<file path="src/rtl/burst_link_pkg.sv">
`default_nettype none
// ============================================================================
// Module      : burst_link_pkg
// Description : Shared widths, state and opcode types for the burst link
//               requester/responder pair.
// Ports       : none (package)
// Revision    : 1.0 - initial release
// ============================================================================
package burst_link_pkg;

  localparam int ADDR_W = 4;
  localparam int DATA_W = 32;
  localparam int LEN_W  = 4;
  localparam int DEPTH  = 1 << ADDR_W;

  typedef enum logic [1:0] {
    RQ_IDLE = 2'd0,
    RQ_REQ  = 2'd1,
    RQ_DATA = 2'd2,
    RQ_DONE = 2'd3
  } req_state_t;

  typedef enum logic [1:0] {
    RS_IDLE  = 2'd0,
    RS_WRITE = 2'd1,
    RS_READ  = 2'd2,
    RS_RESP  = 2'd3
  } rsp_state_t;

  typedef enum logic {
    OP_WR = 1'b0,
    OP_RD = 1'b1
  } op_t;

endpackage
`default_nettype wire

</file>
<file path="src/rtl/burst_link_if.sv">
`default_nettype none
// ============================================================================
// Module      : burst_link_if
// Description : Command/data bus of the burst link.
// Ports       : master - drives command, write data and ready; receives rdata
//               slave  - receives command, write data and ready; drives rdata
// Revision    : 1.0 - initial release
// ============================================================================
interface burst_link_if;
  import burst_link_pkg::*;

  logic              io_start;
  logic              io_top_wr;
  logic              io_top_rd;
  logic [ADDR_W-1:0] io_top_address;
  logic [LEN_W-1:0]  io_top_length;
  logic [DATA_W-1:0] io_top_wdata;
  logic              io_top_ready;
  logic [DATA_W-1:0] io_top_rdata;

  modport master (
    output io_start, io_top_wr, io_top_rd, io_top_address, io_top_length,
           io_top_wdata, io_top_ready,
    input  io_top_rdata
  );

  modport slave (
    input  io_start, io_top_wr, io_top_rd, io_top_address, io_top_length,
           io_top_wdata, io_top_ready,
    output io_top_rdata
  );

endinterface
`default_nettype wire

</file>
<file path="src/rtl/burst_link_requester.sv">
`default_nettype none
// ============================================================================
// Module      : burst_requester
// Description : Accepts a burst command in IDLE, presents it for one cycle,
//               then counts beats and steps the address on each ready cycle.
// Ports       : clock, reset (async, active-low)
//               start_i/wr_i/rd_i/addr_i/len_i - command inputs
//               ready_i     - beat qualifier
//               cmd_valid_o - command presented (REQ cycle)
//               op_o        - latched operation
//               beat_o      - a beat completes this cycle
//               last_o      - the completing beat is the final one
//               addr_o      - address of the current beat
// Revision    : 1.0 - initial release
// ============================================================================
module burst_requester
  import burst_link_pkg::*;
(
  input  logic              clock,
  input  logic              reset,
  input  logic              start_i,
  input  logic              wr_i,
  input  logic              rd_i,
  input  logic [ADDR_W-1:0] addr_i,
  input  logic [LEN_W-1:0]  len_i,
  input  logic              ready_i,
  output logic              cmd_valid_o,
  output op_t               op_o,
  output logic              beat_o,
  output logic              last_o,
  output logic [ADDR_W-1:0] addr_o
);

  req_state_t        state_q, state_d;
  op_t               op_q, op_d;
  logic [ADDR_W-1:0] addr_q, addr_d;
  logic [LEN_W-1:0]  len_q, len_d;
  logic [LEN_W-1:0]  cnt_q, cnt_d;
  logic              w_cmd_ok;
  logic              w_beat;
  logic              w_last;

  // Exactly one of wr/rd and a non-zero length make a legal command.
  assign w_cmd_ok = start_i && (wr_i ^ rd_i) && (len_i != '0);
  assign w_beat   = (state_q == RQ_DATA) && ready_i;
  assign w_last   = (cnt_q == len_q - 1'b1);

  always_comb begin
    state_d = state_q;
    op_d    = op_q;
    addr_d  = addr_q;
    len_d   = len_q;
    cnt_d   = cnt_q;
    case (state_q)
      RQ_IDLE: begin
        if (w_cmd_ok) begin
          op_d    = wr_i ? OP_WR : OP_RD;
          addr_d  = addr_i;
          len_d   = len_i;
          cnt_d   = '0;
          state_d = RQ_REQ;
        end
      end
      RQ_REQ:  state_d = RQ_DATA;
      RQ_DATA: begin
        if (ready_i) begin
          cnt_d  = cnt_q + 1'b1;
          addr_d = addr_q + 1'b1;   // natural wrap at the top of the file
          if (w_last) state_d = RQ_DONE;
        end
      end
      RQ_DONE: state_d = RQ_IDLE;
      default: state_d = RQ_IDLE;
    endcase
  end

  always_ff @(posedge clock or negedge reset) begin
    if (!reset) begin
      state_q <= RQ_IDLE;
      op_q    <= OP_WR;
      addr_q  <= '0;
      len_q   <= '0;
      cnt_q   <= '0;
    end else begin
      state_q <= state_d;
      op_q    <= op_d;
      addr_q  <= addr_d;
      len_q   <= len_d;
      cnt_q   <= cnt_d;
    end
  end

  assign cmd_valid_o = (state_q == RQ_REQ);
  assign op_o        = op_q;
  assign beat_o      = w_beat;
  assign last_o      = w_beat && w_last;
  assign addr_o      = addr_q;

endmodule
`default_nettype wire

</file>
<file path="src/rtl/burst_link_responder.sv">
`default_nettype none
// ============================================================================
// Module      : burst_responder
// Description : Owns the register file; follows the requester through a
//               write or read burst and holds the last read beat in rdata.
// Ports       : clock, reset (async, active-low)
//               cmd_valid_i/op_i - command from requester
//               beat_i/last_i    - beat qualifiers from requester
//               addr_i           - current beat address
//               wdata_i          - write data of the current beat
//               rdata_o          - registered read data
// Revision    : 1.0 - initial release
// ============================================================================
module burst_responder
  import burst_link_pkg::*;
(
  input  logic              clock,
  input  logic              reset,
  input  logic              cmd_valid_i,
  input  op_t               op_i,
  input  logic              beat_i,
  input  logic              last_i,
  input  logic [ADDR_W-1:0] addr_i,
  input  logic [DATA_W-1:0] wdata_i,
  output logic [DATA_W-1:0] rdata_o
);

  rsp_state_t        state_q, state_d;
  logic [DATA_W-1:0] mem_q [DEPTH];
  logic [DATA_W-1:0] rdata_q;

  always_comb begin
    state_d = state_q;
    case (state_q)
      RS_IDLE:  if (cmd_valid_i) state_d = (op_i == OP_WR) ? RS_WRITE : RS_READ;
      RS_WRITE: if (last_i) state_d = RS_RESP;
      RS_READ:  if (last_i) state_d = RS_RESP;
      RS_RESP:  state_d = RS_IDLE;   // lines up with the requester DONE cycle
      default:  state_d = RS_IDLE;
    endcase
  end

  always_ff @(posedge clock or negedge reset) begin
    if (!reset) state_q <= RS_IDLE;
    else        state_q <= state_d;
  end

  // Reset clears the whole file, so an aborted burst leaves nothing behind.
  always_ff @(posedge clock or negedge reset) begin
    if (!reset) begin
      for (int i = 0; i < DEPTH; i++) mem_q[i] <= '0;
    end else if ((state_q == RS_WRITE) && beat_i) begin
      mem_q[addr_i] <= wdata_i;
    end
  end

  always_ff @(posedge clock or negedge reset) begin
    if (!reset)                              rdata_q <= '0;
    else if ((state_q == RS_READ) && beat_i) rdata_q <= mem_q[addr_i];
  end

  assign rdata_o = rdata_q;

endmodule
`default_nettype wire

</file>
<file path="src/rtl/burst_link_top.sv">
`default_nettype none
// ============================================================================
// Module      : burst_link_top
// Description : Pairs the burst requester with the register-file responder.
// Ports       : clock - single rising-edge clock
//               reset - asynchronous, active-low
//               bus   - burst_link_if slave (command, wdata, ready, rdata)
// Revision    : 1.0 - initial release
// ============================================================================
module burst_link_top
  import burst_link_pkg::*;
(
  input  logic        clock,
  input  logic        reset,
  burst_link_if.slave bus
);

  logic              w_cmd_valid;
  op_t               w_op;
  logic              w_beat;
  logic              w_last;
  logic [ADDR_W-1:0] w_addr;

  burst_requester u_req (
    .clock       (clock),
    .reset       (reset),
    .start_i     (bus.io_start),
    .wr_i        (bus.io_top_wr),
    .rd_i        (bus.io_top_rd),
    .addr_i      (bus.io_top_address),
    .len_i       (bus.io_top_length),
    .ready_i     (bus.io_top_ready),
    .cmd_valid_o (w_cmd_valid),
    .op_o        (w_op),
    .beat_o      (w_beat),
    .last_o      (w_last),
    .addr_o      (w_addr)
  );

  burst_responder u_rsp (
    .clock       (clock),
    .reset       (reset),
    .cmd_valid_i (w_cmd_valid),
    .op_i        (w_op),
    .beat_i      (w_beat),
    .last_i      (w_last),
    .addr_i      (w_addr),
    .wdata_i     (bus.io_top_wdata),
    .rdata_o     (bus.io_top_rdata)
  );

endmodule
`default_nettype wire

</file>
<file path="src/flat_wrapper.sv">
// flat-port wrapper written by rule: the top's interface ports become plain ports
module burst_link_top_flat import burst_link_pkg::*;
  (clock, reset, bus_io_start, bus_io_top_wr, bus_io_top_rd, bus_io_top_address, bus_io_top_length, bus_io_top_wdata, bus_io_top_ready, bus_io_top_rdata);
  burst_link_if bus_i ();
  input  logic clock;
  input  logic reset;
  input wire logic [$bits(bus_i.io_start)-1:0] bus_io_start;
  input wire logic [$bits(bus_i.io_top_wr)-1:0] bus_io_top_wr;
  input wire logic [$bits(bus_i.io_top_rd)-1:0] bus_io_top_rd;
  input wire logic [$bits(bus_i.io_top_address)-1:0] bus_io_top_address;
  input wire logic [$bits(bus_i.io_top_length)-1:0] bus_io_top_length;
  input wire logic [$bits(bus_i.io_top_wdata)-1:0] bus_io_top_wdata;
  input wire logic [$bits(bus_i.io_top_ready)-1:0] bus_io_top_ready;
  output wire logic [$bits(bus_i.io_top_rdata)-1:0] bus_io_top_rdata;
  assign bus_i.io_start = bus_io_start;
  assign bus_i.io_top_wr = bus_io_top_wr;
  assign bus_i.io_top_rd = bus_io_top_rd;
  assign bus_i.io_top_address = bus_io_top_address;
  assign bus_i.io_top_length = bus_io_top_length;
  assign bus_i.io_top_wdata = bus_io_top_wdata;
  assign bus_i.io_top_ready = bus_io_top_ready;
  assign bus_io_top_rdata = bus_i.io_top_rdata;
  burst_link_top u_core (.clock(clock), .reset(reset), .bus(bus_i));
endmodule
</file>
<file path="config.mk">
export PLATFORM = sky130hd
export DESIGN_NAME = burst_link_top_flat
export DESIGN_NICKNAME = d
export VERILOG_FILES = /design/src/rtl/burst_link_pkg.sv /design/src/rtl/burst_link_if.sv /design/src/rtl/burst_link_requester.sv /design/src/rtl/burst_link_responder.sv /design/src/rtl/burst_link_top.sv /design/src/flat_wrapper.sv
export SDC_FILE = /design/constraint.sdc
export NUM_CORES = 1
export LEC_CHECK = 0
export BUFFER_PORTS_ARGS = -buffer_cell sky130_fd_sc_hd__buf_2
export CAP_MARGIN = 20
export CORE_ASPECT_RATIO = 2
export CORE_MARGIN = 5
export CORE_UTILIZATION = 49
export CTS_CLUSTER_SIZE = 14
export DETAILED_ROUTE_END_ITERATION = 8
export GPL_TIMING_DRIVEN = 0
export PLACE_DENSITY = 0.61
export SLEW_MARGIN = 20
export SYNTH_ARGS = -nofsm -noshare
export SYNTH_HDL_FRONTEND = slang
export SYNTH_SLANG_ARGS = --single-unit
</file>
<file path="constraint.sdc">
create_clock -name clock -period 6.6 [get_ports clock]
set_clock_uncertainty 0.05 [all_clocks]
set_input_delay 0.99 -clock clock [delete_from_list [all_inputs] [get_ports clock]]
set_output_delay 0.99 -clock clock [all_outputs]
set_load 0.05 [all_outputs]
</file>
## Word-level counts from Yosys, hierarchy flattened

Index checks and enable logic that the tools add are counted.

| cells by class | value |
|---|---|
| $lt $le $gt $ge | 2 |
| equality and inequality tests | 12 |
| add/subtract/negate cells | 3 |
| reduce and logical (&&, ||, !) cells | 16 |
| muxes and demuxes | 21 |
| bitwise gates (word level) | 2 |

Operator list:

| cell | count |
|---|---|
| 512-bit bitwise mux | 1 |
| 32-bit binary-select mux with 4-bit select | 1 |
| 32-bit demux with 4-bit select | 1 |
| 32-bit 2-to-1 mux | 3 |
| 4-bit 2-to-1 mux | 4 |
| 4-bit case mux with 2 select lines | 2 |
| 2-bit 2-to-1 mux | 6 |
| 4-bit by 1-bit adder with 4-bit output, second input constant | 2 |
| 2-bit equality test, second input constant | 4 |
| 2-bit case mux with 4 select lines | 1 |
| 1-bit logical AND | 7 |
| 2-bit inequality test, second input constant | 3 |
| 2-bit case mux with 3 select lines | 1 |
| 3-bit AND reduction | 2 |
| 5-bit greater-or-equal comparator, second input constant | 1 |
| 5-bit by 1-bit less-than comparator with 1-bit output, second input constant | 1 |
| 4-bit NOT with 5-bit output | 1 |
| 2-bit by 1-bit equality test with 1-bit output, second input constant | 2 |
| 4-bit equality test | 1 |
| 2-bit logical NOT | 2 |
| 2-bit by 1-bit inequality test with 1-bit output, second input constant | 2 |
| 2-bit AND reduction | 2 |
| 4-bit nonzero test | 1 |
| 4-bit by 1-bit subtractor with 4-bit output, second input constant | 1 |
| 4 further kinds | 4 |

| word-level totals | value |
|---|---|
| output and inout port bits | 32 |
| register bits after elaboration | 561 |
| input bits | 46 |
| word-level logic and storage cells | 79 |

## Logic depth before layout (Yosys ltp)

Gate-level depths: netlist (run 1).

| depth | value |
|---|---|
| depth in word-level cells | 6 |
| depth in mapped cells | 9 |
| gate-level depth less buffers | 7 |

## Cells and area by module

Synthesis (run 1) repeated with hierarchy kept, for this count alone.

| second synthesis, totals | value |
|---|---|
| cells, all modules | 1797 |
| area total of the unflattened synthesis | 25500.7 µm² |

Modules (own cells, without submodules):

| module | sequential area each (µm²) | cells an instance | area each (µm²) | instances |
|---|---|---|---|---|
| burst_responder | 13663.1 | 1704 | 24511.0 | 1 |
| burst_requester | 375.4 | 93 | 989.7 | 1 |

## Least setup slack after synthesis (run 1)

OpenSTA, ideal clock, no wires.

| path | value |
|---|---|
| path kind | input -> register |
| start | in bus_io_top_length[1] |
| end | reg u_core.u_req.state_q[1] |
| arrival time | 2.223 ns |
| setup time | 0.125 ns |
| stages | 4 |
| data required time | 6.425 ns |
| path buffers | 0 |
| setup slack | 4.202 ns |
| cells stage by stage | or4_4 -> a31oi_2 -> a21oi_1 -> mux2_2 |

| on the way | value |
|---|---|
| cells in the longest elaborated chain, start to end | 4 |

Ends and longest elaborated chain:

| what | RTL line | RTL |
|---|---|---|
| from (decl) | flat_wrapper.sv:11 | `input wire logic [$bits(bus_i.io_top_length)-1:0] bus_io_top_length;` |
| 4-bit nonzero test | burst_link_requester.sv:44 | `assign w_cmd_ok = start_i && (wr_i ^ rd_i) && (len_i != '0);` |
| 1-bit logical AND | burst_link_requester.sv:44 |  |
| 2-bit inequality test (no source line) | - |  |
| 3-bit AND reduction (no source line) | - |  |
| to (signal assigned) | burst_link_requester.sv:85 | `state_q <= state_d;` |
| to (decl) | burst_link_requester.sv:34 | `req_state_t state_q, state_d;` |

No other way between the ends.
A chain may end at the register's enable or synchronous reset.

## Worst setup path in the final report (run 1)

| path | value |
|---|---|
| start | reg u_core.u_req.addr_q[1] (netlist: u_core.u_req.addr_o[1]) |
| end | reg u_core.u_rsp.mem_q[464] (netlist bit) |

| on the way | value |
|---|---|
| cells in the longest elaborated chain, start to end | 6 |
| elaborated cells between the ends (all ways) | 7 |
| those cells by class | order compare (2); mux (3); bitwise (1); reduce/logical (1) |

Ends and longest elaborated chain:

| what | RTL line | RTL |
|---|---|---|
| from (decl) | burst_link_requester.sv:36 | `logic [ADDR_W-1:0] addr_q, addr_d;` |
| from (signal assigned) | burst_link_requester.sv:87 | `addr_q <= addr_d;` |
| 4-bit NOT with 5-bit output (not written as such) * | burst_link_responder.sv:53 | `mem_q[addr_i] <= wdata_i;` |
| 5-bit greater-or-equal comparator (not written as such) / 5-bit by 1-bit less-than comparator with 1-bit output (equally long branches) | burst_link_responder.sv:53 |  |
| 1-bit logical AND (not written as such) | burst_link_responder.sv:53 |  |
| 32-bit 2-to-1 mux (not written as such) | burst_link_responder.sv:53 |  |
| 32-bit demux with 4-bit select * | burst_link_responder.sv:53 |  |
| 512-bit bitwise mux * | burst_link_responder.sv:53 |  |
| to (signal, indexed assignment) | burst_link_responder.sv:53 |  |
| to (decl) | burst_link_responder.sv:29 | `logic [DATA_W-1:0] mem_q [DEPTH];` |

Mark *: on every way between the ends. The rest lies on a longest branch, timed or not.

==> flow_metrics.env, run 1 <==
export IMPL_outcome="finished, final reports clean"
export IMPL_avgRoutedWirePerCell_um=26.9
export IMPL_pin_count=78
export IMPL_ys_types=37
export IMPL_synth_edf_count=0
export IMPL_clkSlewWorstSetupHoldPaths_ns=0.06
export IMPL_dr_pass1_iters=4
export IMPL_core_sq_mm=0.0509
export IMPL_yosysMostFrequentCell="dfrtp_1"
export IMPL_cts_sinks=561
export IMPL_grt_antenna_before_repair=1
export IMPL_drtIter0Drc=798
export IMPL_drive_above_1_share_pct=48.0
export IMPL_fp_dieW_um=170
export IMPL_synth_area_leaders="dfrtp_1, mux2_2, mux4_2, mux2i_1, mux2_1"
export IMPL_start_util_pct=49.4
export IMPL_dp_hpwl_um=44500
export IMPL_grt_pass1_wl_um=100000
export IMPL_cts_buffers=51
export IMPL_use_met1_pct=28.6
export IMPL_grtUsageMet2_pct=43.9
export IMPL_crit_required_ns=7.02
export IMPL_postSynthAreaPerCell_sq_um=15.6
export IMPL_syn_cell_area_sq_mm=0.0252
export IMPL_synth_async_reset_ratio_pct=100
export IMPL_overflow=0
export IMPL_ys_warn_count=0
export IMPL_clock_path_buffers=3
export IMPL_hp_class="input port to async pin"
export IMPL_layout_nets=1806
export IMPL_fin_ws_ns=3.29
export IMPL_place_gp_congestion=0.801
export IMPL_wirelength_um=65600
export IMPL_synth_nets=1670
export IMPL_fin_cells=2436
export IMPL_die_h_um=331
export IMPL_rr_endpoint="u_core.u_rsp.mem_q[464]"
export IMPL_regToRegSetupSlack_ns=3.29
export IMPL_vias=14300
export IMPL_start_kind="register"
export IMPL_port_buffers=77
export IMPL_max_cap_violations=0
export IMPL_gr_usage_met3_pct=3.13
export IMPL_drc=0
export IMPL_ir_drop_v=0.000266
export IMPL_fin_setup_tns_ns=0
export IMPL_timing_hold_violations_final=0
export IMPL_ys_flop_type="dfrtp_1"
export IMPL_cp_arrival_ns=3.74
export IMPL_tightestPinTransition_ns=1.22
export IMPL_synth_seq_cells=561
export IMPL_post_place_cells=2347
export IMPL_die_area_sq_mm=0.0563
export IMPL_rows=117
export IMPL_cts_hold_buffers_added=0
export IMPL_cp_max_fo=10
export IMPL_synth_top_cell_area_share_pct=55.8
export IMPL_p_per_area_mw_per_mm2=436
export IMPL_cts_root_buf="clkbuf_16"
export IMPL_syn_to_final_growth_pct=12.0
export IMPL_setup_violations=0
export IMPL_netlist_instances=1610
export IMPL_rsz0062_at_grt="false"
export IMPL_top_usage_layer="met2"
export IMPL_finalCriticalPeriod_ns=3.31
export IMPL_gr_usage_all_layers_pct=23.9
export IMPL_cts_tree="yes"
export IMPL_cts_max_level=2
export IMPL_ant_nets=0
export IMPL_period_share_pct=50.2
export IMPL_clk_latency_ns=0.60
export IMPL_endpoint_kind="register"
export IMPL_synth_yosys_seq_area_share_pct=55.8
export IMPL_critical_path_class="register to register"
export IMPL_fmax_mhz=302
export IMPL_pre_cts_ws_ns=3.27
export IMPL_reg2regPathDepth=9
export IMPL_via_per_inst=5.85
export IMPL_synth_top_cells_by_count="dfrtp_1, mux2_2, mux4_2"
export IMPL_worstReg2RegStart="u_core.u_req.addr_o[1]"
export IMPL_grt_max_degree=94
export IMPL_yosysTopAreaCell="dfrtp_1"
export IMPL_cts_repair_resized=0
export IMPL_grt_pass1_vias=15900
export IMPL_cts_setup_buffers=0
export IMPL_final_max_slew_viol_count=0
export IMPL_p_leak_nw=13.7
export IMPL_maxSlewHeadroom_pct=18.7
## worst max-delay path, stage by stage, from the launching register on
cell and delay (ns):
dfrtp_1 0.42, clkbuf_1 0.17, buf_2 0.22, buf_1 0.41, inv_1 0.20, ha_1 0.19, nand2_2 0.08, nor3_2 0.56
buf_2 0.52, mux2_2 0.38
## area by class of cell
class                   count  area, sq um
plain buffers             130          594
clock buffers              74         1480
diodes                      2         5.00
repair buffers             83          561
well taps                 654          818
inverters                  12         45.0
flip-flops and latches    561        14000
fillers                  4185        22700
multi-input cells         907        10500
clock inverters            13          158
## where the power goes
part | internal [W] | total (W) | switching (W) | leakage (nW)
sequential | 0.00466 | 0.00530 | 0.000640 | 7.68
combinational | 0.00201 | 0.00402 | 0.00201 | 5.24
clock | 0.00167 | 0.00297 | 0.00130 | 0.808
total | 0.00834 | 0.0123 | 0.00395 | 13.7
## kinds of logic (layout without fill, tap and decap cells)
| kind of cell | after synthesis | after routing | share of synthesized area, % |
|---|---|---|---|
| xor gates and xnor gates | 9 | 9 | 0.313 |
| other | 0 | 2 | 0 |
| AOI/OAI and AO/OA | 84 | 84 | 1.78 |
| adders and majority gates | 14 | 14 | 0.696 |
| buffers and inverters | 142 | 312 | 2.54 |
| DFF | 561 | 561 | 55.8 |
| muxes | 713 | 713 | 37.3 |
| and+or+nand+nor | 87 | 87 | 1.61 |
## stage by stage
stage               total power [W]  hold WS [ns]  utilization, %  cell area [sq um]
floorplan                   0.00816         0.402               -              25200
global placement            0.00923         0.413            51.8              26400
detailed placement          0.00943         0.423            52.1              26500
CTS                          0.0124         0.270            55.3              28200
global route                 0.0129         0.300            55.3              28200
finish                       0.0123         0.282            55.3              28200
## per-layer routing
metal  share of wire, %  routed length [um]
met4                3.7                2440
met2                 55               36300
met3                3.4                2260
met5                  0                   0
met1                 38               24600
## layout by cell type (no fill, tap or decap), types with 2 or more instances in the layout
| master | n |
|---|---|
| clkbuf_1 | 63 |
| nand2_2 | 2 |
| mux2_1 | 36 |
| nor2_1 | 51 |
| o22ai_1 | 2 |
| buf_16 | 6 |
| a21oi_1 | 37 |
| nand4_1 | 3 |
| xor2_1 | 3 |
| buf_2 | 149 |
| diode_2 | 2 |
| or2_2 | 2 |
| nand3_1 | 4 |
| nor3_1 | 2 |
| nor3_2 | 4 |
| xnor2_1 | 6 |
| dfrtp_1 | 561 |
| ha_1 | 14 |
| nand2_1 | 12 |
| mux4_2 | 128 |
| o21ai_0 | 39 |
| inv_1 | 12 |
| clkbuf_16 | 52 |
| buf_1 | 3 |
| bufinv_16 | 3 |
| mux2i_1 | 68 |
| mux2_2 | 481 |
| clkbuf_8 | 10 |
| nand2b_1 | 2 |
| buf_4 | 2 |
| clkinv_2 | 7 |
## sequential cells by signal, indices dropped and copies added, names as in the netlist
name and flops:
u_core.u_req.addr_o 4, u_core.u_req.cnt_q 4, u_core.u_req.len_q 4, u_core.u_req.op_o 1, u_core.u_req.state_q 2, u_core.u_rsp.mem_q 512
u_core.u_rsp.rdata_o 32, u_core.u_rsp.state_q 2
## how the worst max path moves through the flow
stage	start	to	slack [ns]	depth (start not counted)
global route	u_core.u_req.addr_o[1]	u_core.u_rsp.mem_q[93]	3.17	9
finish	u_core.u_req.addr_o[1]	u_core.u_rsp.mem_q[464]	3.29	9
floorplan	bus_io_top_length[1]	u_core.u_req.state_q[1]	4.20	4
global placement	reset	u_core.u_rsp.mem_q[401]	-6.74	1
CTS	u_core.u_req.addr_o[1]	u_core.u_rsp.mem_q[453]	3.27	9
detailed placement	u_core.u_req.addr_o[1]	u_core.u_rsp.mem_q[472]	3.27	9
Power figures use the tool's default switching activity.
==> inputs of run 2 (changes only) <==
- clock period: 6.6 -> 3.4 ns (I/O delays scaled with it)
==> flow_metrics.env, run 2 (same netlist as run 1, synthesis figures left out) <==
export IMPL_final_common_cell="dfrtp_1"
export IMPL_path_cells="clkbuf_1, buf_2, buf_1, inv_1, ha_1, nand2_1, nor2_1, buf_2, mux2_2"
export IMPL_fmax_mhz=312
export IMPL_timing_hold_ws_ns=0.107
export IMPL_clock_path_buffers=3
export IMPL_largest_register="u_core.u_rsp.mem_q"
export IMPL_setup_violations=0
export IMPL_period_share_pct=94.4
export IMPL_cts_tree="yes"
export IMPL_dp_hpwl_um=44500
export IMPL_reg2regPathDepth=9
export IMPL_clkSlewWorstSetupHoldPaths_ns=0.06
export IMPL_gr_usage_all_layers_pct=23.9
export IMPL_max_cap_violations=0
export IMPL_rr_endpoint="u_core.u_rsp.mem_q[125]"
export IMPL_cts_sinks=561
export IMPL_outcome="finished, final reports clean"
export IMPL_wl_met1_um=24600
export IMPL_min_to="u_core.u_req.op_o"
export IMPL_die_area_sq_mm=0.0563
export IMPL_grt_pass1_wl_um=100000
export IMPL_maxSlewHeadroom_pct=17.8
export IMPL_overflow=0
export IMPL_finalCriticalPeriod_ns=3.21
export IMPL_cts_setup_buffers=0
export IMPL_total_power_w=0.0239
export IMPL_rsz0062_at_grt="false"
export IMPL_place_gp_congestion=0.801
export IMPL_clk_latency_ns=0.60
export IMPL_cts_max_level=2
export IMPL_die_h_um=331
export IMPL_cp_max_fo=10
export IMPL_pwr_share_seq_pct=43.1
export IMPL_core_sq_mm=0.0509
export IMPL_max_stage_delay_ns=0.49
export IMPL_avgRoutedWirePerCell_um=26.9
export IMPL_top_layer="met4"
export IMPL_drtIter0Drc=905
export IMPL_cp_arrival_ns=3.63
export IMPL_layout_nets=1807
export IMPL_drive_above_1_share_pct=48.0
export IMPL_start_util_pct=49.4
export IMPL_tightestPinTransition_ns=1.23
export IMPL_p_per_area_mw_per_mm2=845
export IMPL_final_max_slew_viol_count=0
export IMPL_syn_to_final_growth_pct=12.1
export IMPL_crit_slowest_cell="nor2_1"
export IMPL_p_leak_nw=13.7
export IMPL_timing_hold_violations_final=0
export IMPL_rows=117
export IMPL_power_switching_w=0.00767
export IMPL_endpoint_kind="register"
export IMPL_largest_reg_flops=512
export IMPL_dr_pass1_iters=5
export IMPL_regToRegSetupSlack_ns=0.19
export IMPL_vias=14300
export IMPL_via_per_inst=5.87
export IMPL_start_kind="register"
export IMPL_worstReg2RegStart="u_core.u_req.addr_o[1]"
export IMPL_critical_path_class="register to register"
export IMPL_cts_buffers=51
export IMPL_p_int_w=0.0162
export IMPL_pin_count=78
export IMPL_crit_required_ns=3.82
export IMPL_grt_max_degree=94
export IMPL_drc=0
export IMPL_ant_nets=0
export IMPL_switching_share_pct=32.1
export IMPL_final_area_sq_mm=0.0282
export IMPL_fp_dieW_um=170
export IMPL_hp_start="bus_io_top_wr"
export IMPL_cts_root_buf="clkbuf_16"
export IMPL_routed_wl_met2_um=36200
export IMPL_whs_path_depth=2
export IMPL_cp_common_cell="buf_2"
export IMPL_wirelength_um=65600
export IMPL_pwr_share_comb_pct=32.7
export IMPL_clkPwrFrac_pct=24.2
export IMPL_dpl_cell_area_sq_mm=0.0265
export IMPL_hp_class="input port to register"
export IMPL_grt_antenna_before_repair=1
export IMPL_crit_path_start="u_core.u_req.addr_o[1]"
export IMPL_wl_met3_um=2290
export IMPL_ir_drop_v=0.000515
export IMPL_layout_common_cells="dfrtp_1, mux2_2, buf_2, mux4_2, mux2i_1"
export IMPL_postLayoutCoreUtil_pct=55.4
export IMPL_grt_pass1_vias=15900
export IMPL_port_buffers=77
## run 2: cell count changes in the layout (fill, tap and decap cells not counted), sizes merged
cell / delta
dlygate4sd3: +1
## run 2: per-layer routing
metal  global-route usage [%]  vias up
met1                     28.6     7703
met2                     43.9      301
li1                         -     6174
met3                     3.13      126
met5                        0        -
met4                     8.46        0
## run 2: how the worst max path moves through the flow
stage,to,slack [ns],cells after the start
final,u_core.u_rsp.mem_q[125],0.19,9
after global routing,u_core.u_rsp.mem_q[97],0.01,9
after CTS,u_core.u_rsp.mem_q[453],0.07,9
after detailed placement,u_core.u_rsp.mem_q[472],0.07,9
after global placement,u_core.u_rsp.mem_q[401],-9.46,1
after floorplan,u_core.u_rsp.mem_q[97],1.20,9
## run 2: area by class of cell
type | count | area, sq um
fill | 4183 | 22700
sequential | 561 | 14000
clock buffer | 74 | 1480
tap | 654 | 818
buffer | 130 | 594
multi-input combinational | 907 | 10500
antenna | 2 | 5.00
inverter | 12 | 45.0
timing repair buffer | 84 | 571
clock inverter | 13 | 158
## run 2: timing repair
| item | CTS | global route |
|---|---|---|
| gates resized for setup | 0 | 2 |
| setup endpoints to repair | 0 | 20 |
| endpoints found under the hold margin | 58 | 0 |
| hold buffers | 1 | 0 |
## run 2: critical path, delay by kind of cell (launching register included)
family | cells | cell delay, ns
buffers and inverters | 5 | 1.47
adders and majority gates | 1 | 0.16
and+or+nand+nor | 2 | 0.60
DFF | 1 | 0.42
muxes | 1 | 0.38
## run 2: through the flow
step	setup WS, ns	instances	TNS (ns)
after CTS	0.0687	2435	0
final	0.190	2437	0
after global placement	-9.46	2341	-5249.07
after floorplan	1.20	1610	0
after detailed placement	0.0701	2347	0
after global routing	0.0107	2435	0
## run 2: power by group through the flow
stage          Clock, W  Combinational, W  Sequential (W)
2_1_floorplan         0           0.00533          0.0105
3_3_place_gp          0           0.00769          0.0102
3_5_place_dp          0           0.00792          0.0104
4_1_cts         0.00591           0.00794          0.0103
5_1_grt         0.00614           0.00840          0.0105
6_report        0.00577           0.00780          0.0103
==> inputs of run 3 (changes only) <==
==> constraint.sdc (replaced) <==
create_clock -name clock -period 3.4 [get_ports clock]
set_clock_uncertainty 0.05 [all_clocks]
set_input_delay 0.17 -clock clock [delete_from_list [all_inputs] [get_ports clock]]
set_output_delay 0.17 -clock clock [all_outputs]
set_load 0.05 [all_outputs]
==> flow_metrics.env, run 3 (same netlist as run 1, synthesis figures left out) <==
export IMPL_outcome="finished, final reports clean"
export IMPL_critical_path_class="register to register"
export IMPL_worstReg2RegStart="u_core.u_req.addr_o[1]"
export IMPL_rsz0062_at_grt="false"
export IMPL_period_share_pct=94.7
export IMPL_final_common_cell="dfrtp_1"
export IMPL_final_max_slew_viol_count=0
export IMPL_tightestPinTransition_ns=1.19
export IMPL_gr_usage_all_layers_pct=24.0
export IMPL_clk_latency_ns=0.60
export IMPL_layout_common_cells="dfrtp_1, mux2_2, buf_2, mux4_2, mux2i_1"
export IMPL_max_cap_violations=0
export IMPL_die_area_sq_mm=0.0563
export IMPL_fin_cells=2479
export IMPL_power_switching_w=0.00767
export IMPL_grt_pass1_vias=16100
export IMPL_layout_nets=1849
export IMPL_grt_pass1_wl_um=101000
export IMPL_post_place_cells=2347
export IMPL_rows=117
export IMPL_largest_reg_flops=512
export IMPL_largest_register="u_core.u_rsp.mem_q"
export IMPL_ant_nets=0
export IMPL_cts_setup_buffers=0
export IMPL_reg2regPathDepth=9
export IMPL_clkSlewWorstSetupHoldPaths_ns=0.06
export IMPL_grt_antenna_before_repair=2
export IMPL_fp_dieW_um=170
export IMPL_crit_path_start="u_core.u_req.addr_o[1]"
export IMPL_endpoint_kind="register"
export IMPL_cp_arrival_ns=3.63
export IMPL_vias=14400
export IMPL_timing_hold_violations_final=0
export IMPL_overflow=0
export IMPL_finalCriticalPeriod_ns=3.22
export IMPL_core_sq_mm=0.0509
export IMPL_clkPwrFrac_pct=24.1
export IMPL_cts_root_buf="clkbuf_16"
export IMPL_dp_hpwl_um=44500
export IMPL_clock_path_buffers=3
export IMPL_place_gp_congestion=0.801
export IMPL_p_leak_nw=13.9
export IMPL_start_util_pct=49.4
export IMPL_multiInputGateArea_sq_mm=0.0105
export IMPL_start_kind="register"
export IMPL_postLayoutCoreUtil_pct=56.2
export IMPL_seq_area_sq_mm=0.0140
export IMPL_via_per_inst=5.82
export IMPL_crit_required_ns=3.81
export IMPL_setup_violations=0
export IMPL_cts_tree="yes"
export IMPL_ir_drop_v=0.000516
export IMPL_cp_max_fo=10
export IMPL_p_per_area_mw_per_mm2=834
export IMPL_pwr_share_seq_pct=43.0
export IMPL_hp_class="input port to async pin"
export IMPL_maxSlewHeadroom_pct=20.9
export IMPL_wirelength_um=65900
export IMPL_avgRoutedWirePerCell_um=26.6
export IMPL_drtIter0Drc=811
export IMPL_grt_max_degree=94
export IMPL_drc=0
export IMPL_rr_endpoint="u_core.u_rsp.mem_q[97]"
export IMPL_cts_max_level=2
export IMPL_fillers=4147
export IMPL_pin_count=78
export IMPL_fmax_mhz=311
export IMPL_drive_above_1_share_pct=46.9
export IMPL_port_buffers=77
export IMPL_regToRegSetupSlack_ns=0.18
export IMPL_pwr_share_comb_pct=32.8
export IMPL_dr_pass1_iters=5
export IMPL_cts_sinks=561
export IMPL_cp_endpoint="u_core.u_rsp.mem_q[97]"
export IMPL_p_int_w=0.0162
export IMPL_switching_share_pct=32.1
export IMPL_cts_buffers=51
export IMPL_die_h_um=331
export IMPL_syn_to_final_growth_pct=13.8
==> run 3: changes by cell type in the layout (fill, tap and decap cells not counted) <==
cell | previous run | this run
dlygate4sd3_1 | 1 | 43
==> run 3: metrics by stage <==
stage | hold slack (ns) | total power, W | cell area [sq um] | setup slack, ns | TNS [ns]
after floorplan | -0.176 | 0.0158 | 25200 | 1.20 | 0
after global placement | 0.360 | 0.0179 | 26400 | -9.12 | -5058.33
after detailed placement | 0.0812 | 0.0183 | 26500 | 0.0701 | 0
after CTS | 0.0440 | 0.0242 | 28600 | 0.0687 | 0
after global routing | 0.0808 | 0.0251 | 28600 | 0.0107 | 0
final | 0.0620 | 0.0239 | 28600 | 0.180 | 0
==> run 3: area by class of cell <==
class,count,area share (%)
buffer,130,2.08
sequential,561,49.0
tap,654,2.86
clock inverter,13,0.551
multi-input combinational,907,36.7
antenna,2,0.0175
inverter,12,0.157
clock buffer,74,5.18
timing repair buffer,126,3.46
==> run 3: worst max-delay path: stages (launching register included) <==
cell and delay, ns:
dfrtp_1 0.42, clkbuf_1 0.17, buf_2 0.22, buf_1 0.40, inv_1 0.20, ha_1 0.16, nand2_1 0.12, nor2_1 0.49
buf_2 0.48, mux2_2 0.38
==> run 3: how the worst min path moves through the flow <==
| stage | to | cells after the start |
|---|---|---|
| after global placement | u_core.u_req.op_o | 2 |
| final | u_core.u_rsp.mem_q[99] | 2 |
| after detailed placement | u_core.u_rsp.mem_q[99] | 1 |
| after CTS | u_core.u_req.op_o | 3 |
| after global routing | u_core.u_req.cnt_q[0] | 3 |
| after floorplan | u_core.u_req.addr_o[0] | 0 |
==> run 3: what timing repair did <==
action	CTS	global route
hold buffers	43	0
gates resized for setup	0	2
hold endpoints to repair	352	0
endpoints found under the setup margin	0	20
==> run 3: layer usage <==
metal | wire length (um) | track usage (%) | up-vias
met1 | 24900 | 28.8 | 7744
met3 | 2150 | 2.94 | 131
met2 | 36400 | 44.2 | 303
met5 | 0 | 0 | -
li1 | - | - | 6258
met4 | 2500 | 8.55 | 0
==> run 3: power by group through the flow <==
stage	sequential (W)	clock [W]	combinational, W
finish	0.0103	0.00577	0.00784
detailed placement	0.0104	0	0.00792
floorplan	0.0105	0	0.00533
CTS	0.0103	0.00591	0.00797
global route	0.0105	0.00614	0.00844
global placement	0.0102	0	0.00769
